### src/rtl/register_write_sequencer.sv
// register_write_sequencer
//   Upstream feeder for a bank of write-once 16-bit config registers.
//   Host requests are buffered in a small FIFO. Each request is checked
//   against the address range and the shadow lock. If it is accepted, it is
//   played out as setup / one-cycle strobe / hold on the one-hot write bus.
//
// Ports
//   Clk          clock, everything on posedge
//   ip_reset     synchronous reset, active-high
//   req_valid    host request valid
//   req_ready    FIFO can accept (not full)
//   req_addr     target register index
//   req_data     write data, bit0=1 locks the target
//   write        one-hot write strobe to the register bank
//   wr_data      data presented to the register bank
//   busy         sequencer not idle, or FIFO not empty
//   err_valid    one-cycle reject pulse
//   err_code     01 = target locked, 10 = address out of range
//   lock_status  shadow write-once lock per register
//   err_count    (REG_SEQ_ERR_COUNT_EN only) saturating reject counter
//
// Optional feature: define REG_SEQ_ERR_COUNT_EN to add the err_count output.
//
// state  | meaning
// IDLE   | waiting for a buffered request; pops the FIFO head
// CHECK  | range/lock check on the popped request
// SETUP  | wr_data stable, write low
// STROBE | one-hot write high for one cycle, lock shadow updated
// HOLD   | wr_data held for HOLD_CYCLES cycles
module register_write_sequencer #(
  parameter int NUM_REGS    = 4,
  parameter int ADDR_W      = 4,
  parameter int FIFO_DEPTH  = 4,
  parameter int HOLD_CYCLES = 1
) (
  input  logic                Clk,
  input  logic                ip_reset,
  input  logic                req_valid,
  output logic                req_ready,
  input  logic [ADDR_W-1:0]   req_addr,
  input  logic [15:0]         req_data,
  output logic [NUM_REGS-1:0] write,
  output logic [15:0]         wr_data,
  output logic                busy,
  output logic                err_valid,
  output logic [1:0]          err_code,
`ifdef REG_SEQ_ERR_COUNT_EN
  output logic [7:0]          err_count,
`endif
  output logic [NUM_REGS-1:0] lock_status
);

  localparam int PTR_W = (FIFO_DEPTH > 1) ? $clog2(FIFO_DEPTH) : 1;
  localparam int CNT_W = PTR_W + 1;
  localparam int HC_W  = (HOLD_CYCLES > 1) ? $clog2(HOLD_CYCLES + 1) : 1;

  typedef enum logic [2:0] {
    IDLE,
    CHECK,
    SETUP,
    STROBE,
    HOLD
  } state_t;

  state_t state;

  logic [ADDR_W+15:0] fifo_mem [FIFO_DEPTH];
  logic [PTR_W-1:0]   wr_ptr;
  logic [PTR_W-1:0]   rd_ptr;
  logic [CNT_W-1:0]   count;
  logic               fifo_full;
  logic               fifo_empty;
  logic               push;
  logic               pop;

  logic [ADDR_W-1:0]   cur_addr;
  logic [15:0]         cur_data;
  logic [HC_W-1:0]     hold_cnt;
  logic [NUM_REGS-1:0] addr_onehot;
  logic                addr_valid;
  logic                locked;

  assign fifo_full  = (count == CNT_W'(FIFO_DEPTH));
  assign fifo_empty = (count == '0);
  assign push       = req_valid && !fifo_full;
  assign pop        = (state == IDLE) && !fifo_empty;
  assign req_ready  = !fifo_full;
  assign busy       = (state != IDLE) || !fifo_empty;

  // Decode through a compare loop so an out-of-range address never indexes the lock vector.
  always_comb begin
    addr_onehot = '0;
    for (int i = 0; i < NUM_REGS; i++) begin
      addr_onehot[i] = (int'(cur_addr) == i);
    end
  end

  assign addr_valid = (int'(cur_addr) < NUM_REGS);
  assign locked     = |(lock_status & addr_onehot);

  // Storage needs no reset: only entries below count are ever read.
  always_ff @(posedge Clk) begin
    if (push) begin
      fifo_mem[wr_ptr] <= {req_addr, req_data};
    end
  end

  always_ff @(posedge Clk) begin
    if (ip_reset) begin
      wr_ptr <= '0;
      rd_ptr <= '0;
      count  <= '0;
    end else begin
      if (push) wr_ptr <= wr_ptr + PTR_W'(1);
      if (pop)  rd_ptr <= rd_ptr + PTR_W'(1);
      case ({push, pop})
        2'b10:   count <= count + CNT_W'(1);
        2'b01:   count <= count - CNT_W'(1);
        default: count <= count;
      endcase
    end
  end

  always_ff @(posedge Clk) begin
    if (ip_reset) begin
      state       <= IDLE;
      cur_addr    <= '0;
      cur_data    <= '0;
      hold_cnt    <= '0;
      write       <= '0;
      wr_data     <= 16'h0000;
      err_valid   <= 1'b0;
      err_code    <= 2'b00;
      lock_status <= '0;
    end else begin
      err_valid <= 1'b0;
      write     <= '0;
      case (state)
        IDLE: begin
          if (!fifo_empty) begin
            {cur_addr, cur_data} <= fifo_mem[rd_ptr];
            state                <= CHECK;
          end
        end
        CHECK: begin
          if (!addr_valid) begin
            err_valid <= 1'b1;
            err_code  <= 2'b10;
            state     <= IDLE;
          end else if (locked) begin
            err_valid <= 1'b1;
            err_code  <= 2'b01;
            state     <= IDLE;
          end else begin
            wr_data <= cur_data;
            state   <= SETUP;
          end
        end
        SETUP: begin
          // write is registered, so it is high during the STROBE cycle.
          write <= addr_onehot;
          state <= STROBE;
        end
        STROBE: begin
          lock_status <= lock_status | (addr_onehot & {NUM_REGS{cur_data[0]}});
          hold_cnt    <= HC_W'(HOLD_CYCLES - 1);
          state       <= HOLD;
        end
        HOLD: begin
          if (hold_cnt == '0) begin
            state <= IDLE;
          end else begin
            hold_cnt <= hold_cnt - HC_W'(1);
          end
        end
        default: state <= IDLE;
      endcase
    end
  end

`ifdef REG_SEQ_ERR_COUNT_EN
  always_ff @(posedge Clk) begin
    if (ip_reset) begin
      err_count <= 8'h00;
    end else if (err_valid && (err_count != 8'hFF)) begin
      err_count <= err_count + 8'd1;
    end
  end
`endif

endmodule

### config.mk
export PLATFORM = sky130hd
export DESIGN_NAME = register_write_sequencer
export DESIGN_NICKNAME = d
export VERILOG_FILES = /design/src/rtl/register_write_sequencer.sv
export SDC_FILE = /design/constraint.sdc
export NUM_CORES = 1
export LEC_CHECK = 0
export ABC_CLOCK_PERIOD_IN_PS = 3400
export CAP_MARGIN = 0
export CORE_MARGIN = 4
export CORE_UTILIZATION = 40
export CTS_BUF_LIST = sky130_fd_sc_hd__clkbuf_16
export CTS_CLUSTER_DIAMETER = 200
export DETAILED_ROUTE_END_ITERATION = 10
export GPL_TIMING_DRIVEN = 0
export PLACE_DENSITY = 0.58
export REMOVE_ABC_BUFFERS = 1
export SYNTH_ARGS = -nofsm -noshare
export SYNTH_HDL_FRONTEND = slang
export SYNTH_SLANG_ARGS = --single-unit
### constraint.sdc
create_clock -name Clk -period 3.4 [get_ports Clk]
set_input_delay 0.34 -clock Clk [delete_from_list [all_inputs] [get_ports Clk]]
set_output_delay 0.34 -clock Clk [all_outputs]
set_load 0.05 [all_outputs]
; After elaboration in Yosys (flattened, before gate mapping)
; Memory sizes are Yosys's and may differ from the RTL's. A register that Yosys moved wholly into a read port is not among the register bits.
; Index checks and enable logic that the tools add are counted.
[classes]
n_lt_le_gt_ge = 1
n_addsub = 5
n_bitwise = 7
muxes = 14
eq_ne = 13
reduce_logical = 18
[op_table]
columns = cell, count
row1 = one-hot mux 3 bit (5 select lines), 1
row2 = AND 4 bit, 2
row3 = "equality test 4 x 3 -> 1 bit, second input constant", 2
row4 = 2-to-1 mux 2 bit, 4
row5 = "equality test 3 x 2 -> 1 bit, second input constant", 2
row6 = "equality test 3 bit, second input constant", 2
row7 = zero test 3 bit, 2
row8 = 2-to-1 mux 3 bit, 2
row9 = one-hot mux 3 bit (2 select lines), 1
row10 = AND reduction 2 bit, 3
row11 = 2-to-1 mux 1 bit, 5
row12 = "adder 2 x 1 -> 2 bit, second input constant", 2
row13 = "equality test 4 x 2 -> 1 bit, second input constant", 1
row14 = zero test 4 bit, 1
row15 = "less-than comparator 4 x 3 -> 1 bit, second input constant", 1
row16 = "!= test 2 bit, second input constant", 2
row17 = NOT 1 bit, 4
row18 = bitwise OR 4 bit, 1
row19 = nonzero test 2 bit, 2
row20 = OR reduction 2 bit, 2
row21 = OR reduction 4 bit, 1
row22 = "adder 3 x 1 -> 3 bit, second input constant", 1
row23 = "equality test 3 x 1 -> 1 bit, second input constant", 1
row24 = AND reduction 3 bit, 1
row25 = 10 further kinds, 12
[totals]
mem_count = 1
out_inout_bits = 29
mem_bits_rw = 80
ff_bits = 38
elab_cells = 69
inputBits = 23
[memory_table]
columns = memory, depth, word_bits, rd, rd_clocked_by_memory_dff, write_ports, line_no
row1 = fifo_mem, 4, 20, 1, 1, 1, 67  ; logic [ADDR_W+15:0] fifo_mem [FIFO_DEPTH];

; Logic depth before layout (Yosys ltp)
; Gate-level depths: netlist of run 1.
[depth]
word_depth = 6
mapped_depth = 10
mapped_depth_nobuf = 9

; Worst setup path before layout of run 1
; No wires, ideal clock.
[synth_path]
kind = register to register
startpoint = reg count[0]
endpoint = reg count[2]
path_slack_ns = 0.859
n_path_buf = 0
stages_incl_launch_ff = 10
required_ns = 3.330
arrival_time_ns = 2.470
setup_time_ns = 0.070
period_less_slack_ns = 2.541
path_cell_list = dfxtp_1 or3b_1 and2_1 inv_1 ha_1 inv_1 fa_1 xor2_1 or3_1 a21oi_1
[synth_via]
elab_chain_len = 5
word_cells_on_any_way = 12
cone_classes = add/sub (2) / eq/ne (3) / mux (1) / reduce/logical (6)
[synth_lines]
columns = element, line_no
row1 = from (decl), 70  ; logic [CNT_W-1:0] count;
row2 = from (signal assigned), 117  ; 2'b10: count <= count + CNT_W'(1);
row3 = from (signal assigned), 118  ; 2'b01: count <= count - CNT_W'(1);
row4 = from (signal assigned), 119  ; default: count <= count;
row5 = equality test 3 bit (*), 83  ; assign fifo_full = (count == CNT_W'(FIFO_DEPTH));
row6 = zero test 1 bit (*), n/a
row7 = via req_ready, 39  ; output logic req_ready,
row8 = logical AND 1 bit (*), 85  ; assign push = req_valid && !fifo_full;
row9 = equality test 2 x 1 -> 1 bit / equality test 2 bit (equally long branches), 116  ; case ({push, pop})
row10 = one-hot mux 3 bit (2 select lines) / nonzero test 2 bit (equally long branches), n/a
; Mark *: on every way through the listed nets, which the timed path passes. The rest lies on a longest branch.
; A chain may end at the register's enable or synchronous reset.

; Worst setup path after layout of run 1
[layout_path]
startpoint = reg state[2]
endpoint = reg count[2]
[layout_via]
elab_chain_len = 4
word_cells_on_any_way = 6
cone_classes = eq/ne (2) / mux (1) / reduce/logical (3)
[layout_lines]
columns = element, line_no
row1 = from (decl), 65  ; state_t state;
row2 = from (signal assigned), 126  ; state <= IDLE;
row3 = from (signal assigned), 142  ; state <= CHECK;
row4 = from (signal assigned), 149  ; state <= IDLE;
row5 = zero test 3 bit (*), 86  ; assign pop = (state == IDLE) && !fifo_empty;
row6 = logical AND 1 bit (*), 86
row7 = equality test 2 x 1 -> 1 bit / equality test 2 bit (equally long branches), 116
row8 = one-hot mux 3 bit (2 select lines) / nonzero test 2 bit (equally long branches), n/a
; Mark *: on every way between the ends. The rest lies on a longest branch, timed or not.

==> flow_summary.toml, run 1 <==
[outcome]
status = "finished clean"

[timing]
relSlewSlack_pct = 27.89
worst_slew_pin_slew_ns = 1.082
timing.final.crit_share_pct = 89.54
setup_viol = 0
fmax_mhz = 328.5
finalClockSkew_ns = 0.005711
hold_violations = 0
rsz0062_at_grt = "no"
finalCriticalPeriod_ns = 3.044
fin_tns_setup_ns = 0
slew_viol_final = 0

[synthesis]
synthSimpleGateAreaFrac_pct = 12.13
synth_area_leaders = "edfxtp_1 46%, dfxtp_1 22%, mux4_2 8.6%"
synth_top_family_by_area = "simple AND/OR/NAND/NOR gates"
synth_most_common_cell = "edfxtp_1"
yosysWarnings = 0
synth-seq-cells = 137
yosys-top-cells-count = "80 x edfxtp_1, 57 x dfxtp_1, 44 x nand2_1"
yosysSeqAreaShare_pct = 67.49
syn-cell-area_um2 = 5250
ys_types = 44
async_flop_share_pct = 0
synth_edf_count = 80
synth_top_cell_area_share_pct = 45.76
ys.flop_type = "edfxtp_1"
yosys.area.top_type = "edfxtp_1"
avgSynthCellArea_um2 = 14.31
syn_inst = 367
synth_mux_area_share_pct = 12.06
synthXorXnorAreaFrac_pct = 0.8341
synth_compound_area_share_pct = 3.551
synth_fa_ha_area_share_pct = 1.573

[finish]
fin_area_um2 = 6439
syn2layout_area_growth_pct = 22.64
drive_above_1_share_pct = 12.50
fin_nets = 449
n_antenna_cell = 0

[die]
start_util_pct = 41.27
die_w_um = 122.6
io_pins = 52
die_h_um = 122.6
core_area_um2 = 12720
rows = 41
die-area_um2 = 15020

[routing]
wirelength_um = 8937
dr.pass1.iters = 4
wl_per_cell_um = 14.80
vias = 2855
dr.first_iter.drc_count = 168
drc = 0
antenna_left = 0
viasPerCell = 4.727

[power_and_ir_drop]
leakagePower_uw = 0.002157
peakVddDrop_v = 0.0003485
power_density_nw_per_um2 = 813.1

[worst_setup_path]
max_stage_delay_ns = 0.90
crit_family = "simple AND/OR/NAND/NOR gates"
worstSetupStartpointType = "flip-flop"
reg2regPathDepth = 8
endpoint = "count[2]$_SDFFE_PP0P_"
crit_path_max_fanout = 22
path_buf_inv = 2
cp-end-kind = "flip-flop"
r2r_end = "count[2]$_SDFFE_PP0P_"
reg2reg_from = "state[2]$_SDFFE_PP0P_"
cp_slowest_cell = "or4_1"
crit_chain = "or4_1 > inv_2 > ha_1 > inv_1 > fa_1 > xor2_1 > or3_1 > a21oi_1"
reg2reg_slack_ns = 0.36
worstPathArrival_ns = 3.39
critPathLaunch = "state[2]$_SDFFE_PP0P_"
cp_data_required_time_ns = 3.74
criticalPathCategory = "reg2reg"
cp_num_cells = 8

[clocking]
clockBufferDepth = 2
cts.sinks = 137
cts_tree = "yes"
ctsResizeCount = 0
cts-root-buf = "clkbuf_16"
path_clk_slew_ns = 0.05
postCtsHoldBufs = 0
clk_latency_ns = 0.41
cts-buffers-inserted = 17
htreeDepth = 4
post_cts_buffers = 0

[global_route]
antenna_found_initial = 0
gr-total-overflow = 0
grt_usage_pct = 13.14
grt_pass1_wl_um = 14680
grt_pass1_vias = 2893
grt_max_degree = 61

[place]
dp_hpwl_um = 5572
portBuffers = 51
place_congestion = 0.7491
dpl-instance-area_um2 = 5894

[min_path]
hp-class = "in2reg"

[flow_run]
drv_cap = 0
[how the worst min path moves through the flow]
stage          cells after the start                       from  slack, ns                        end
5_1_grt                            2                   ip_reset       0.25   cur_data[3]$_SDFFE_PP0P_
4_1_cts                            2                   ip_reset       0.23   cur_data[3]$_SDFFE_PP0P_
3_5_place_dp                       2  cur_data[10]$_SDFFE_PP0P_       0.45  cur_data[10]$_SDFFE_PP0P_
6_report                           2                   ip_reset       0.25   cur_data[3]$_SDFFE_PP0P_
2_1_floorplan                      1                   ip_reset       0.41      count[2]$_SDFFE_PP0P_
3_3_place_gp                       2   cur_data[5]$_SDFFE_PP0P_       0.44   cur_data[5]$_SDFFE_PP0P_
[placed cells by master, fill, tap and decap left out, drive strengths merged, types with 3 or more instances in the layout]
cell / count
a21oi: 25
and3: 4
clkbuf: 17
clkdlybuf4s50: 50
clkinv: 7
dfxtp: 57
edfxtp: 80
ha: 5
inv: 11
mux2i: 16
mux4: 20
nand2: 44
nand2b: 36
nor2: 19
nor3: 4
or3b: 3
xnor2: 3
[stage by stage]
step | setup slack, ns | utilization, % | cells | hold slack (ns) | total power, µW
final | 0.3557 | 50.61 | 604 | 0.2496 | 5235
after global routing | 0.1135 | 50.61 | 604 | 0.2542 | 5555
after CTS | 0.3114 | 50.61 | 604 | 0.2309 | 5309
after detailed placement | 0.3221 | 46.33 | 573 | 0.4485 | 3613
after global placement | 0.3108 | 46.20 | 572 | 0.4437 | 3590
after floorplan | 0.6841 | - | 349 | 0.4091 | 3208
[report_power, final]
group,internal [µW],switching [µW]
Clock,1050,633
Combinational,554,749
Sequential,2030,216
Total,3640,1600
[flip-flops by register name, summed over array words and instances (netlist names), 3 cells and up]
| register | count |
|---|---|
| wr_data | 16 |
| count | 3 |
| state | 3 |
| fifo_mem | 80 |
| lock_status | 4 |
| cur_data | 16 |
| write | 4 |
| cur_addr | 4 |
[logic make-up after synthesis]
logic type | Yosys count
AOI/OAI and AO/OA | 33
adders and majority gates | 6
buffers and inverters | 25
muxes | 38
xor gates and xnor gates | 5
and+or+nand+nor | 123
DFF | 137
[per-layer routing]
metal	global-route usage, %	up-vias	part of all wire, %
met5	0	-	0
met4	5.738	0	1.5
met3	4.654	10	4.8
met2	19.79	61	47
met1	17.22	1355	47
li1	-	1429	-
[cell type report]
cell class,count,area [µm²]
Fill cell,1138,6284
Sequential cell,137,3545
Multi-Input combinational cell,205,1583
Timing Repair Buffer,52,525.5
Clock buffer,17,425.4
Tap cell,172,215.2
Clock inverter,14,118.9
Inverter,7,26.28
Power figures use the tool's default switching activity.
==> run 2: changes to the inputs <==
--- a/config.mk
+++ b/config.mk
@@ -11,6 +11,7 @@
 export CORE_UTILIZATION = 40
 export CTS_BUF_LIST = sky130_fd_sc_hd__clkbuf_16
 export CTS_CLUSTER_DIAMETER = 200
+export CTS_CLUSTER_SIZE = 8
 export DETAILED_ROUTE_END_ITERATION = 10
 export GPL_TIMING_DRIVEN = 0
 export PLACE_DENSITY = 0.58
==> results of run 2 <==
Same layout as run 1: the final DEF is identical, and so are final timing and power.
==> run 3: changes to the inputs <==
--- a/config.mk
+++ b/config.mk
@@ -9,7 +9,7 @@
 export CAP_MARGIN = 0
 export CORE_MARGIN = 4
 export CORE_UTILIZATION = 40
-export CTS_BUF_LIST = sky130_fd_sc_hd__clkbuf_16
+export CTS_BUF_LIST = sky130_fd_sc_hd__clkbuf_4
 export CTS_CLUSTER_DIAMETER = 200
 export CTS_CLUSTER_SIZE = 8
 export DETAILED_ROUTE_END_ITERATION = 10
==> flow_summary.toml, run 3 (same netlist as run 1, synthesis figures left out) <==
[timing]
relSlewSlack_pct = 26.61
setup_viol = 0
fin_tns_setup_ns = 0
finalCriticalPeriod_ns = 3.062
rsz0062_at_grt = "no"
timing.final.crit_share_pct = 90.05
slew_viol_final = 0
fmax_mhz = 326.6
layout_setup_ws_ns = 0.3383
worst_slew_pin_slew_ns = 1.101
finalClockSkew_ns = 0.01679
hold_violations = 0

[worst_setup_path]
crit_chain = "or4_1 > inv_2 > ha_1 > inv_1 > fa_1 > xor2_1 > or3_1 > a21oi_1"
max_stage_delay_ns = 0.90
cp_slowest_cell = "or4_1"
worstPathArrival_ns = 3.50
worstSetupStartpointType = "flip-flop"
cp_data_required_time_ns = 3.84
path_buf_inv = 2
criticalPathCategory = "reg2reg"
crit_family = "simple AND/OR/NAND/NOR gates"
crit_path_max_fanout = 22
cp-end-kind = "flip-flop"

[clocking]
post_cts_buffers = 0
postCtsHoldBufs = 0
ctsResizeCount = 0
path_clk_slew_ns = 0.11
clockBufferDepth = 2
cts_tree = "yes"
cts.sinks = 137
cts-buffers-inserted = 17
cts-root-buf = "clkbuf_4"
clk_latency_ns = 0.50
htreeDepth = 4

[global_route]
grt_pass1_wl_um = 14480
gr-total-overflow = 0
grt_max_degree = 61
antenna_found_initial = 1
grt_usage_pct = 12.83
grt_pass1_vias = 2882

[routing]
viasPerCell = 4.704
dr.pass1.iters = 4
vias = 2846
wl_per_cell_um = 14.62
antenna_left = 0
wirelength_um = 8847
drc = 0
dr.first_iter.drc_count = 145

[finish]
syn2layout_area_growth_pct = 17.30
layout_commonest_cell = "edfxtp_1"
fillCellCount = 1179
largest_register_ffs = 80
top_regs = "fifo_mem: 80 flops, cur_data: 16 flops, wr_data: 16 flops"
fin_nets = 449
final_cell_mix = "80 x edfxtp_1, 56 x dfxtp_1, 50 x clkdlybuf4s50_1, 44 x nand2_1, 36 x nand2b_1"
fin_area_um2 = 6158
drive_above_1_share_pct = 13.43
regMostFlops = "fifo_mem"

[place]
dp_hpwl_um = 5572
place_congestion = 0.7491
portBuffers = 51
dpl-instance-area_um2 = 5894
place_ws_ns = 0.3221

[die]
start_util_pct = 41.27
io_pins = 52
die_h_um = 122.6
die-area_um2 = 15020
rows = 41
core_area_um2 = 12720
die_w_um = 122.6

[min_path]
hp-class = "in2reg"

[outcome]
status = "finished clean"

[power_and_ir_drop]
leakagePower_uw = 0.002022
peakVddDrop_v = 0.0002337
power_density_nw_per_um2 = 735.7

[flow_run]
drv_cap = 0
[run 3: cell types whose count changed in the layout (fill, tap and decap cells not counted)]
| cell | previous run | this run |
|---|---|---|
| clkbuf_16 | 17 | 0 |
| inv_1 | 10 | 6 |
| clkbuf_4 | 0 | 21 |
| diode_2 | 0 | 1 |
[run 3: layout make-up]
cell class / instances / area, µm² / share of cell area [%]
tap: 172 / 215.2 / 3.495
clock buffer: 21 / 157.7 / 2.560
sequential: 137 / 3545 / 57.56
inverter: 7 / 26.28 / 0.4267
antenna: 1 / 2.502 / 0.04063
timing repair buffer: 52 / 525.5 / 8.533
clock inverter: 10 / 103.9 / 1.686
multi-input combinational: 205 / 1583 / 25.70
[run 3: metrics by stage]
step                      hold slack (ns)  std cells  power, µW  utilization [%]
final                              0.1428        605       4531            48.41
after global routing               0.1007        605       4844            48.41
after CTS                         0.08625        604       4607            48.39
after detailed placement           0.4485        573       3613            46.33
after global placement             0.4437        572       3590            46.20
after floorplan                    0.4091        349       3208                -
[run 3: power by group]
group          total [µW]  switching [µW]  internal (µW)  leakage (µW)
clock network         985             528            457      0.000148
logic                1300             750            554      0.000677
registers            2240             215           2030       0.00120
total                4530            1490           3040       0.00202
[run 3: worst paths after layout]
kind | start | end | slack, ns | cells after the start
worst min register to register | cur_data[1]$_SDFFE_PP0P_ | cur_data[1]$_SDFFE_PP0P_ | 0.46 | 2
worst min-delay path | ip_reset | cur_data[3]$_SDFFE_PP0P_ | 0.14 | 2
worst max register to register | state[2]$_SDFFE_PP0P_ | count[2]$_SDFFE_PP0P_ | 0.34 | 8
worst max-delay path | state[2]$_SDFFE_PP0P_ | count[2]$_SDFFE_PP0P_ | 0.34 | 8
[run 3: routing by layer]
layer / track usage (%) / vias to the layer above / wire length (µm)
met4: 5.528 / 0 / 108
met3: 4.101 / 6 / 407
met2: 19.55 / 56 / 4133
li1: - / 1431 / -
met5: 0 / - / 0
met1: 16.94 / 1353 / 4198
